==> src/rtl/afifo_rd_pkg.sv <==
// Shared types for the async-FIFO read-side burst engine.
//   rd_mode_t   : command mode (normal burst / deliberate underflow injection)
//   rd_status_t : per-command completion code
//   rd_state_t  : engine FSM states
package afifo_rd_pkg;

  typedef enum logic {
    RD_NORMAL        = 1'b0,
    RD_UNDERFLOW_INJ = 1'b1
  } rd_mode_t;

  typedef enum logic [1:0] {
    RD_OK        = 2'd0,
    RD_TIMEOUT   = 2'd1,
    RD_UNDERFLOW = 2'd2
  } rd_status_t;

  typedef enum logic [1:0] {
    RD_ST_IDLE      = 2'd0,
    RD_ST_BURST     = 2'd1,
    RD_ST_UNDERFLOW = 2'd2,
    RD_ST_STATUS    = 2'd3
  } rd_state_t;

endpackage

==> src/rtl/afifo_rd_out_slot.sv <==
// One-entry valid/ready output register for the read burst engine.
// Ports:
//   clk_i, rst_ni  : clock, async active-low reset
//   push_i         : load data_i/last_i into the slot (only legal when can_push_o)
//   data_i, last_i : word and end-of-command flag to load
//   ready_i        : downstream accepts the held word
//   can_push_o     : slot is empty or being drained this cycle
//   valid_o, data_o, last_o : slot contents; held stable while valid_o & !ready_i
module afifo_rd_out_slot #(
  parameter int unsigned DATA_WIDTH = 32
) (
  input  logic                  clk_i,
  input  logic                  rst_ni,
  input  logic                  push_i,
  input  logic [DATA_WIDTH-1:0] data_i,
  input  logic                  last_i,
  input  logic                  ready_i,
  output logic                  can_push_o,
  output logic                  valid_o,
  output logic [DATA_WIDTH-1:0] data_o,
  output logic                  last_o
);

  logic                  valid_q;
  logic [DATA_WIDTH-1:0] data_q;
  logic                  last_q;

  assign can_push_o = !valid_q || ready_i;

  always_ff @(posedge clk_i or negedge rst_ni) begin
    if (!rst_ni) begin
      valid_q <= 1'b0;
      data_q  <= '0;
      last_q  <= 1'b0;
    end else if (push_i) begin
      valid_q <= 1'b1;
      data_q  <= data_i;
      last_q  <= last_i;
    end else if (ready_i) begin
      valid_q <= 1'b0;
    end
  end

  assign valid_o = valid_q;
  assign data_o  = data_q;
  assign last_o  = last_q;

endmodule

==> src/rtl/afifo_rd_burst_engine.sv <==
// Read-side burst engine for the async FIFO (rclk domain).
// Takes burst commands (length + mode), pops words with a per-word empty
// retry budget, streams them out over valid/ready and reports one status
// record per command. Underflow injection pops exactly one word ignoring rempty.
// Ports:
//   rclk, rrst_n                 : clock, async active-low reset
//   cmd_valid/cmd_ready          : command handshake (ready only when idle)
//   cmd_len, cmd_mode            : words to read, RD_NORMAL / RD_UNDERFLOW_INJ
//   rempty, rdata, rinc          : FIFO read interface (rinc combinational)
//   out_valid/out_ready          : output stream handshake
//   out_data, out_last           : popped word, final word of command
//   status_valid                 : one-cycle status pulse
//   status_code/words/retries    : completion code, words popped, empty-wait total
// Optional build macro AFIFO_RD_STATS_EN adds stat_words, stat_timeouts,
// stat_underflows: free-running wrap-around counters cleared only by reset.
module afifo_rd_burst_engine
  import afifo_rd_pkg::*;
#(
  parameter int unsigned DATA_WIDTH      = 32,
  parameter int unsigned LEN_W           = 8,
  parameter int unsigned MAX_EMPTY_RETRY = 16,
  parameter int unsigned RETRY_W         = 16
) (
  input  logic                  rclk,
  input  logic                  rrst_n,
  input  logic                  cmd_valid,
  output logic                  cmd_ready,
  input  logic [LEN_W-1:0]      cmd_len,
  input  rd_mode_t              cmd_mode,
  input  logic                  rempty,
  input  logic [DATA_WIDTH-1:0] rdata,
  output logic                  rinc,
  output logic                  out_valid,
  input  logic                  out_ready,
  output logic [DATA_WIDTH-1:0] out_data,
  output logic                  out_last,
  output logic                  status_valid,
  output rd_status_t            status_code,
  output logic [LEN_W-1:0]      status_words,
  output logic [RETRY_W-1:0]    status_retries
`ifdef AFIFO_RD_STATS_EN
  ,
  output logic [31:0]           stat_words,
  output logic [15:0]           stat_timeouts,
  output logic [15:0]           stat_underflows
`endif
);

  localparam int unsigned RC_W = $clog2(MAX_EMPTY_RETRY + 1);
  localparam logic [RC_W-1:0] RC_MAX = RC_W'(MAX_EMPTY_RETRY);

  rd_state_t          state_q, state_d;
  logic [LEN_W-1:0]   len_q, len_d;
  logic [LEN_W-1:0]   words_q, words_d;
  logic [RC_W-1:0]    retry_cnt_q, retry_cnt_d;
  logic [RETRY_W-1:0] retries_q, retries_d;
  rd_status_t         code_q, code_d;

  logic can_push;
  logic push_last;

  always_ff @(posedge rclk or negedge rrst_n) begin
    if (!rrst_n) begin
      state_q     <= RD_ST_IDLE;
      len_q       <= '0;
      words_q     <= '0;
      retry_cnt_q <= '0;
      retries_q   <= '0;
      code_q      <= RD_OK;
    end else begin
      state_q     <= state_d;
      len_q       <= len_d;
      words_q     <= words_d;
      retry_cnt_q <= retry_cnt_d;
      retries_q   <= retries_d;
      code_q      <= code_d;
    end
  end

  always_comb begin
    state_d      = state_q;
    len_d        = len_q;
    words_d      = words_q;
    retry_cnt_d  = retry_cnt_q;
    retries_d    = retries_q;
    code_d       = code_q;
    rinc         = 1'b0;
    push_last    = 1'b0;
    cmd_ready    = 1'b0;
    status_valid = 1'b0;

    case (state_q)
      RD_ST_IDLE: begin
        cmd_ready = 1'b1;
        if (cmd_valid) begin
          len_d       = cmd_len;
          words_d     = '0;
          retry_cnt_d = '0;
          retries_d   = '0;
          code_d      = RD_OK;
          if (cmd_mode == RD_UNDERFLOW_INJ) begin
            state_d = RD_ST_UNDERFLOW;
          end else if (cmd_len == '0) begin
            state_d = RD_ST_STATUS;
          end else begin
            state_d = RD_ST_BURST;
          end
        end
      end

      RD_ST_BURST: begin
        if (!rempty && can_push) begin
          rinc        = 1'b1;
          words_d     = words_q + LEN_W'(1);
          retry_cnt_d = '0;
          push_last   = (words_q + LEN_W'(1)) == len_q;
          if (push_last) begin
            state_d = RD_ST_STATUS;
          end
        end else if (rempty) begin
          // The budget is checked before counting, so a full budget of
          // empty waits is recorded and the next empty cycle times out.
          if (retry_cnt_q == RC_MAX) begin
            state_d = RD_ST_STATUS;
            code_d  = RD_TIMEOUT;
          end else if (can_push) begin
            retry_cnt_d = retry_cnt_q + RC_W'(1);
            if (retries_q != '1) begin
              retries_d = retries_q + RETRY_W'(1);
            end
          end
        end
      end

      RD_ST_UNDERFLOW: begin
        if (can_push) begin
          rinc      = 1'b1;
          push_last = 1'b1;
          words_d   = LEN_W'(1);
          code_d    = RD_UNDERFLOW;
          state_d   = RD_ST_STATUS;
        end
      end

      RD_ST_STATUS: begin
        status_valid = 1'b1;
        state_d      = RD_ST_IDLE;
      end

      default: state_d = RD_ST_IDLE;
    endcase
  end

  afifo_rd_out_slot #(
    .DATA_WIDTH(DATA_WIDTH)
  ) u_out_slot (
    .clk_i      (rclk),
    .rst_ni     (rrst_n),
    .push_i     (rinc),
    .data_i     (rdata),
    .last_i     (push_last),
    .ready_i    (out_ready),
    .can_push_o (can_push),
    .valid_o    (out_valid),
    .data_o     (out_data),
    .last_o     (out_last)
  );

  assign status_code    = code_q;
  assign status_words   = words_q;
  assign status_retries = retries_q;

`ifdef AFIFO_RD_STATS_EN
  logic [31:0] stat_words_q;
  logic [15:0] stat_timeouts_q;
  logic [15:0] stat_underflows_q;

  always_ff @(posedge rclk or negedge rrst_n) begin
    if (!rrst_n) begin
      stat_words_q      <= '0;
      stat_timeouts_q   <= '0;
      stat_underflows_q <= '0;
    end else begin
      if (rinc) begin
        stat_words_q <= stat_words_q + 32'd1;
      end
      if (state_q == RD_ST_STATUS && code_q == RD_TIMEOUT) begin
        stat_timeouts_q <= stat_timeouts_q + 16'd1;
      end
      if (state_q == RD_ST_STATUS && code_q == RD_UNDERFLOW) begin
        stat_underflows_q <= stat_underflows_q + 16'd1;
      end
    end
  end

  assign stat_words      = stat_words_q;
  assign stat_timeouts   = stat_timeouts_q;
  assign stat_underflows = stat_underflows_q;
`endif

endmodule
==> config.mk <==
export PLATFORM = sky130hd
export DESIGN_NAME = afifo_rd_burst_engine
export DESIGN_NICKNAME = d
export VERILOG_FILES = /design/src/rtl/afifo_rd_pkg.sv /design/src/rtl/afifo_rd_out_slot.sv /design/src/rtl/afifo_rd_burst_engine.sv
export SDC_FILE = /design/constraint.sdc
export NUM_CORES = 1
export LEC_CHECK = 0
export CAP_MARGIN = 20
export CORE_AREA = 2 2 131 82
export CTS_CLUSTER_SIZE = 14
export DETAILED_ROUTE_END_ITERATION = 10
export DIE_AREA = 0 0 133 84
export PLACE_DENSITY = 0.71
export REMOVE_ABC_BUFFERS = 1
export SYNTH_ARGS = -nofsm -noshare
export SYNTH_HDL_FRONTEND = slang
export SYNTH_HIERARCHICAL = 1
export SYNTH_SLANG_ARGS = --single-unit
==> constraint.sdc <==
create_clock -name rclk -period 2.7 [get_ports rclk]
set_clock_uncertainty 0.05 [all_clocks]
set_input_delay 0.81 -clock rclk [delete_from_list [all_inputs] [get_ports rclk]]
set_output_delay 0.81 -clock rclk [all_outputs]
set_load 0.1 [all_outputs]
* After elaboration in Yosys (flattened, before gate mapping) *
Cells that the tools add are included.

word-level totals
  register bits = 75
  input bits = 46

operators by class
  $add $sub $neg = 3
  equal/unequal tests = 20
  mux-type cells = 41
  reduce and logical (&&, ||, !) cells = 15

operators by type and width
  cell                     count
  $mux W16                 6
  $pmux W16 S2             1
  $mux W2                  13
  $mux W5                  5
  $mux W8                  3
  $pmux W8 S3              1
  $ne A2 B2 Y1 const B     9
  $add A16 B1 Y16 const B  1
  $ne A16 B16 Y1 const B   1
  $ne A3 B3 Y1 const B     5
  $pmux W5 S2              1
  $reduce_and A5 Y1        2
  $add A8 B1 Y8 const B    1
  $eq A8 B8 Y1             1
  $logic_not A8 Y1         1
  $pmux W2 S4              1
  $mux W1                  7
  $reduce_and A7 Y1        1
  $pmux W2 S3              1
  $reduce_and A6 Y1        1
  $add A5 B1 Y5 const B    1
  $eq A5 B5 Y1 const B     1
  $eq A2 B2 Y1 const B     2
  $pmux W1 S2              2
  9 further kinds          11

* Longest topological paths before layout *
Gate-level depths: netlist of run 1.

  depth after elaboration = 7
  gate-level depth with buffers = 10

* Cells and area by module *
Netlist of run 1, hierarchy kept.

modules (own cells, without submodules)
  module                 instances  cells each  area an instance (sq um)
  afifo_rd_burst_engine  1          268         2471.1
  afifo_rd_out_slot      1          73          1415.1

* Worst setup path before layout of run 1 *
No wires, ideal clock.

  path kind = register to register
  start point = reg u_out_slot.valid_q, in the netlist u_out_slot/valid_o
  end point = reg u_out_slot.data_q[0], in the netlist u_out_slot/data_o[0]
  library setup time = 126 ps
  arrival time = 3187 ps
  required time = 2524 ps
  slack = -664 ps
  cell stages (with the launch flop) = 7
  period minus slack after synthesis = 3364 ps
  cells stage by stage = dfrtp_1 > nand2b_1 > nand2_1 > nor2_1 > buf_6 > buf_12 > mux2_4

between the ends
  word-level cells in the longest chain between the ends = 5

RTL lines
  element                 RTL line                      text
  start, declared         afifo_rd_out_slot.sv:24       logic valid_q;
  start signal, assigned  afifo_rd_out_slot.sv:32       valid_q <= 1'b0;
  start signal, assigned  afifo_rd_out_slot.sv:36       valid_q <= 1'b1;
  start signal, assigned  afifo_rd_out_slot.sv:40       valid_q <= 1'b0;
  $logic_not A1 Y1 (*)    afifo_rd_out_slot.sv:28       assign can_push_o = !valid_q || ready_i;
  $logic_or A1 B1 Y1 (*)  afifo_rd_out_slot.sv:28
  via can_push            afifo_rd_burst_engine.sv:59   logic can_push;
  $logic_and A1 B1 Y1     afifo_rd_burst_engine.sv:112  if (!rempty && can_push) begin
  $mux W1                 afifo_rd_burst_engine.sv:112
  $pmux W1 S2 (*)         afifo_rd_burst_engine.sv:92   case (state_q)
  via rinc                afifo_rd_burst_engine.sv:32   output logic rinc,
  end signal, assigned    afifo_rd_out_slot.sv:37       data_q <= data_i;
  end, declared           afifo_rd_out_slot.sv:25       logic [DATA_WIDTH-1:0] data_q;

The timed path passes the listed nets; every way through them passes the cells marked *.
A chain may end at the register's enable or synchronous reset.

* Worst setup path in the final report of run 1 *
  start point = in out_ready
  end point = out rinc

between the ends
  word-level cells in the longest chain between the ends = 4

RTL lines
  element                 RTL line                      text
  start, declared         afifo_rd_burst_engine.sv:34   input logic out_ready,
  $logic_or A1 B1 Y1 (*)  afifo_rd_out_slot.sv:28
  via can_push            afifo_rd_burst_engine.sv:59
  $logic_and A1 B1 Y1     afifo_rd_burst_engine.sv:112
  $mux W1                 afifo_rd_burst_engine.sv:112
  $pmux W1 S2 (*)         afifo_rd_burst_engine.sv:92
  end, declared           afifo_rd_burst_engine.sv:32

Marked as above.

==> results of run 1 <==
==> cells by family (layout without fill, tap and decap cells) <==
family	count (synthesis)	count (layout)	synth area share [%]
compound gates	58	58	10.21
fa+ha+maj	8	8	2.576
simple gates	111	111	14.49
flops	75	75	48.29
xor+xnor	22	22	4.958
buf+inv	22	159	3.703
mux	45	45	15.78
==> worst max-delay path: stages <==
cell	delay (ps)
clkdlybuf4s50_1	460
nand2b_4	130
nand2_2	70
nor2_4	130
buf_12	190
==> worst max-delay path by stage <==
stage	cells past startpoint	slack [ps]	end
2_1_floorplan	3	-2640	rinc
3_3_place_gp	8	-240	status_words[6]
3_5_place_dp	8	-260	status_words[6]
4_1_cts	5	20	rinc
5_1_grt	5	9	rinc
6_report	5	50	rinc
==> cell usage in the layout (no fill, tap or decap), drive strengths merged, types with 10 or more instances in the layout <==
master	instances
a21oi	10
buf	90
clkbuf	12
clkdlybuf4s50	43
dfrtp	75
inv	10
mux2	43
nand2	29
nand3	13
nor2	29
o21ai	20
xor2	17
==> routing by layer <==
metal | routed length (um) | GRT usage, % | share of wire (%) | up-vias
met2 | 4583 | 29.25 | 46 | 96
li1 | - | - | - | 1487
met4 | 157 | 7.429 | 1.6 | 0
met5 | 0 | 0 | 0 | -
met1 | 4305 | 23.15 | 43 | 1558
met3 | 856 | 7.650 | 8.6 | 19
==> sequential cells by signal, summed over array words and instances, names as in the netlist <==
register            flops
status_words            8
len_q                   8
state_q                 2
u_out_slot/last_o       1
status_retries         16
status_code             2
u_out_slot/valid_o      1
retry_cnt_q             5
u_out_slot/data_o      32
==> timing repair <==
action                                  in CTS  in global routing
hold buffers                                 0                  0
gates resized for setup                      4                  1
pin swaps                                    1                  1
endpoints found under the setup margin       1                  4
buffers inserted                             1                  0
==> through the flow <==
step | setup slack, ps | hold slack (ps) | instances
2_1_floorplan | -2639 | 429.7 | 328
3_3_place_gp | -241.7 | 445.2 | 600
3_5_place_dp | -260.6 | 446.5 | 600
4_1_cts | 18.61 | 266.5 | 617
5_1_grt | 9.270 | 277.9 | 617
6_report | 46.79 | 276.7 | 617
==> cell type report <==
class                           count  area, sq um  area share (%)
Multi-Input combinational cell    244         1888           34.67
Sequential cell                    75         1877           34.46
Timing Repair Buffer              134         1175           21.57
Clock buffer                       12        266.5           4.893
Tap cell                          139        173.9           3.193
Inverter                            9        33.78          0.6203
Clock inverter                      4        32.53          0.5973
==> summary.txt, run 1 <==
TIMING
-------------------------------------------------------------------------------------------------
Slew of the pin with the lowest slew margin ........................................     482.7 ps
Setup repair after global routing missed its margin ................................           no
Fin. max-slew vios .................................................................            0
Setup TNS after final layout .......................................................         0 ps
Remaining max-slew budget at the tightest pin ......................................       67.82%
Total setup violations reported at the end of the flow .............................            0
Top achievable clock speed .........................................................   0.3769 GHz
Clock period minus worst slack .....................................................      2653 ps
Final period utilization ...........................................................       98.27%
Final count of hold timing violations ..............................................            0

FINISH
-------------------------------------------------------------------------------------------------
Number of antenna repair diodes ....................................................            0
Number of fill cells in the layout .................................................          903
Area growth from synthesis to layout ...............................................       40.15%
Proportion of layout cells with a drive suffix above 1 .............................       33.47%
Number of nets at the end of the flow ..............................................          527
Area of all placed cells without fillers ...........................................   5446 sq um
Final core area utilization ........................................................       53.80%

CRITICAL PATH
-------------------------------------------------------------------------------------------------
Critical register-to-register path startpoint ...................................... status_words[0]
Setup crit end kind ................................................................   output pin
Setup crit start kind ..............................................................   input port
Largest fanout on the critical path ................................................            2
Setup slack on the worst flop-to-flop path .........................................       210 ps
Critical path launch point .........................................................    out_ready
Crit Path Category .................................................................    in -> out
Terminus of the critical flop-to-flop path .........................................   state_q[1]
Required @ worst endpoint ..........................................................      1840 ps
Worst endpoint data arrival time ...................................................      1790 ps
Path depth of the worst reg2reg path ...............................................            8

YOSYS
-------------------------------------------------------------------------------------------------
Number of synthesized register bits ................................................           75
Top-count cell post-synth ..........................................................      dfrtp_1
Number of distinct library cell variants in the gate-level netlist after synthesis .           50
Most frequent cells after synthesis ................................................ 75 x dfrtp_1, 29 x mux2_4, 29 x nand2_1, 29 x nor2_1, 20 x o21ai_0
Total standard cell area after synthesis ...........................................   3886 sq um
Mapped Cells .......................................................................          341
Mean cell area of the mapped netlist ...............................................  11.40 sq um
Fraction of synthesized cell area taken by the top area cell type ..................       48.29%
Number of enable flip-flop cells after synthesis ...................................            0
Leading cell types by total area after synthesis ................................... dfrtp_1 48%, mux2_4 11%, mux2_2 4.1%, xor2_1 3.8%, nand2_1 2.8%
Synth async-reset ratio ............................................................       100.0%
Sequential share of the synthesized area ...........................................       48.29%
Synth Warn # .......................................................................            6
Cell type with the highest aggregate area in the netlist ...........................      dfrtp_1
Top flip-flop cell by instance count after synthesis ...............................      dfrtp_1

PLACED DESIGN
-------------------------------------------------------------------------------------------------
Port Buf Inserts ...................................................................          108
Final weighted congestion in routability-driven placement ..........................       0.7963
Cell Area, Placed ..................................................................   5126 sq um
Post-DP HPWL .......................................................................      7426 um

ROUTING
-------------------------------------------------------------------------------------------------
Post-Route WL ......................................................................      9903 um
Average routed wire per standard cell ..............................................     16.05 um
Drc violations .....................................................................            0
Ratio of routed vias to standard cells .............................................        5.122
Total via count after detailed routing .............................................        3,160
Starting DRT DRC Count .............................................................          117
Detailed Routing Iterations Pass 1 .................................................            4
Number of nets with antenna violations after routing ...............................            0

FLOORPLANNING
-------------------------------------------------------------------------------------------------
Floorplan die area ................................................................. 11,170 sq um
Boundary Pins ......................................................................          109
Vertical extent of the die .........................................................        84 um
Die Wd .............................................................................       133 um
Site row count .....................................................................           29
Starting density of the core .......................................................       38.39%
Core box area ...................................................................... 10,120 sq um

CLOCK TREE
-------------------------------------------------------------------------------------------------
Clk Latency, worst-skew pair .......................................................       340 ps
Number of clock sinks ..............................................................           75
Clock tree from TritonCTS ..........................................................        built
Maximum buffer depth of the clock tree .............................................            2
Clock-pin slew on the worst setup and hold paths ...................................        60 ps
Clock buffers created by TritonCTS .................................................            9
CTS HTree Levels ...................................................................            3
Root buffer cell ...................................................................    clkbuf_16

GLOBAL ROUTING
-------------------------------------------------------------------------------------------------
Maximum number of pins on one net before global-route repair .......................           28
Total congestion overflow after global routing .....................................            0
Gr usage total .....................................................................       18.72%
Vias in the first global route .....................................................        3,374
Antenna violations before repair ...................................................            0
First-pass GRT wire length .........................................................    16,460 um

STATUS
-------------------------------------------------------------------------------------------------
Status .............................................................................    completed

RUN
-------------------------------------------------------------------------------------------------
Number of max-cap violations .......................................................            0

HOLD PATH
-------------------------------------------------------------------------------------------------
Tightest Hold Check Type ...........................................................  in -> async

Power of run 1 is not shown: default switching activity piles up to over one toggle a cycle in this logic, so the estimate is an artifact.
==> run 2: changes to the inputs <==
--- a/config.mk
+++ b/config.mk
@@ -5,7 +5,7 @@
 export SDC_FILE = /design/constraint.sdc
 export NUM_CORES = 1
 export LEC_CHECK = 0
-export CAP_MARGIN = 20
+export CAP_MARGIN = 0
 export CORE_AREA = 2 2 131 82
 export CTS_CLUSTER_SIZE = 14
 export DETAILED_ROUTE_END_ITERATION = 10
==> results of run 2 <==
Same layout as run 1: the final DEF is identical, and so are final timing and power.
Power of run 2 is left out for the same reason.
==> run 3: changes to the inputs <==
==> constraint.sdc (replaced) <==
create_clock -name rclk -period 2.8 [get_ports rclk]
set_clock_uncertainty 0.05 [all_clocks]
set_input_delay 0.84 -clock rclk [delete_from_list [all_inputs] [get_ports rclk]]
set_output_delay 0.84 -clock rclk [all_outputs]
set_load 0.1 [all_outputs]
==> run 3 against run 2 <==
  * Count of clock-buffer cells in the layout down 1
  * Non-clock buffer count down 5
  * Sequential share of layout area up 0.15 points
  * Routed wire length down 0.21%
  * Via count down 0.54%
  * Worst hold slack better by 140 ps
  * Final cell count down 0.81%
  * Worst setup slack better by 14 ps
==> summary.txt, run 3 (synthesized netlist as in run 1, its figures left out) <==
GLOBAL ROUTING
----------------------------------------------------------------------------
First-pass GRT wire length ....................................    16,350 um   -0.71%
Vias in the first global route ................................        3,311   -1.9%
Maximum number of pins on one net before global-route repair ..           35   +25%
Antenna violations before repair ..............................            1   +1
Total congestion overflow after global routing ................            0   unchanged
Gr usage total ................................................       18.68%   -0.043 points

FLOORPLANNING
----------------------------------------------------------------------------
Starting density of the core ..................................       38.39%   unchanged
Core box area ................................................. 10,120 sq um   unchanged
Floorplan die area ............................................ 11,170 sq um   unchanged
Site row count ................................................           29   unchanged
Vertical extent of the die ....................................        84 um   unchanged
Die Wd ........................................................       133 um   unchanged
Boundary Pins .................................................          109   unchanged

RUN
----------------------------------------------------------------------------
Number of max-cap violations ..................................            0   unchanged

ROUTING
----------------------------------------------------------------------------
Number of nets with antenna violations after routing ..........            0   unchanged
Total via count after detailed routing ........................        3,143   -0.54%
Detailed Routing Iterations Pass 1 ............................            4   unchanged
Post-Route WL .................................................      9882 um   -0.21%
Ratio of routed vias to standard cells ........................        5.136   +0.27%
Average routed wire per standard cell .........................     16.15 um   +0.60%
Drc violations ................................................            0   unchanged
Starting DRT DRC Count ........................................          210   +79%

FINISH
----------------------------------------------------------------------------
Max reg flops .................................................           32   unchanged
Number of nets at the end of the flow .........................          522   -0.95%
Top library cells by usage in the layout, fill and taps aside . 80 x buf_4, 75 x dfrtp_1, 43 x clkdlybuf4s50_1
Proportion of layout cells with a drive suffix above 1 ........       32.77%   -0.70 points
Number of antenna repair diodes ...............................            0   unchanged
Area growth from synthesis to layout ..........................       39.54%
Leading cell type in the layout, fill and taps excluded .......        buf_4

CLOCK TREE
----------------------------------------------------------------------------
Hold-fix buffers at CTS .......................................            0   unchanged
Root buffer cell ..............................................    clkbuf_16
Clock tree from TritonCTS .....................................        built
Maximum buffer depth of the clock tree ........................            2   unchanged
CTS HTree Levels ..............................................            3   unchanged
Clock buffers created by TritonCTS ............................            9   unchanged
Number of clock sinks .........................................           75   unchanged
Clk Latency, worst-skew pair ..................................       340 ps   about the same
Clock-pin slew on the worst setup and hold paths ..............        60 ps   about the same

STATUS
----------------------------------------------------------------------------
Status ........................................................    completed

TIMING
----------------------------------------------------------------------------
Total setup violations reported at the end of the flow ........            0   unchanged
Setup TNS after final layout ..................................         0 ps   unchanged
Setup repair after global routing missed its margin ...........           no
Slew of the pin with the lowest slew margin ...................     593.3 ps   +110.6 ps
Fin. max-slew vios ............................................            0   unchanged
Remaining max-slew budget at the tightest pin .................       60.45%   -7.4 points
Final period utilization ......................................       97.85%
Clock period minus worst slack ................................      2740 ps
Top achievable clock speed ....................................   0.3650 GHz
Final count of hold timing violations .........................            0   unchanged

CRITICAL PATH
----------------------------------------------------------------------------
Worst endpoint data arrival time ..............................      1850 ps   +60 ps
Path depth of the worst reg2reg path ..........................            7   -1
Crit Path Category ............................................    in -> out
Largest fanout on the critical path ...........................            6   +4
Setup crit end kind ...........................................   output pin
Setup crit start kind .........................................   input port
Required @ worst endpoint .....................................      1910 ps   +70 ps
Critical register-to-register path startpoint ................. status_words[0]
Terminus of the critical flop-to-flop path ....................   state_q[1]
Destination of the critical timing path .......................         rinc
Setup slack on the worst flop-to-flop path ....................       280 ps   +70 ps
Critical path launch point ....................................    out_ready

PLACED DESIGN
----------------------------------------------------------------------------
Final weighted congestion in routability-driven placement .....       0.8178   +2.7%
Port Buf Inserts ..............................................          108   unchanged
Post-DP HPWL ..................................................      7296 um   -1.8%

HOLD PATH
----------------------------------------------------------------------------
Tightest Hold Check Type ......................................  in -> async

## run 3: cell types whose count changed in the layout (fill, tap and decap cells not counted), sizes merged
cell	previous run	this run
clkinv	1	3
bufinv	0	2
clkinvlp	2	0
clkbuf	12	11
buf	90	85
inv	10	9
## run 3: worst min-delay path by stage
stage                                from                     to  slack [ps]
floorplan                  retry_cnt_q[4]         retry_cnt_q[4]         430
global placement    u_out_slot/data_o[28]  u_out_slot/data_o[28]         450
detailed placement   u_out_slot/data_o[7]   u_out_slot/data_o[7]         450
CTS                                rrst_n     status_retries[12]         420
global route                       rrst_n     status_retries[12]         450
finish                             rrst_n     status_retries[10]         420
## run 3: metrics by stage
stage / util (%) / hold slack (ps) / instances / area (sq um) / setup slack (ps)
final: 53.57 / 419.0 / 612 / 5423 / 60.32
after global routing: 53.57 / 453.7 / 612 / 5423 / 11.32
after CTS: 53.52 / 421.6 / 612 / 5418 / 7.260
after detailed placement: 50.22 / 447.1 / 596 / 5084 / -159.4
after global placement: 50.22 / 445.9 / 596 / 5084 / -133.3
after floorplan: - / 429.7 / 328 / 3776 / -2569
## run 3: final cells by class
class	instances	area, sq um
well taps	139	173.9
repair buffers	129	1125
multi-input cells	244	1886
fillers	860	4701
clock inverters	5	75.07
clock buffers	11	252.7
flip-flops and latches	75	1877
inverters	9	33.78
## run 3: critical path: stages
cell	delay, ps
clkdlybuf4s50_1	460
nand2b_4	150
nand2_2	70
nor2_4	130
buf_12	190
## run 3: repair_timing
action | 4_1_cts | 5_1_grt
pin swaps | 1 | 1
endpoints found under the setup margin | 1 | 1
setup buffers | 0 | 0
gates resized for setup | 3 | 2
## run 3: per-layer routing
layer	share of wire, %	vias to the layer above	track usage [%]
li1	-	1469	-
met1	46	1548	24.20
met2	45	108	28.07
met3	7.4	16	8.015
met4	1.3	2	6.354
met5	0.13	-	0
Power of run 3 is left out for the same reason.
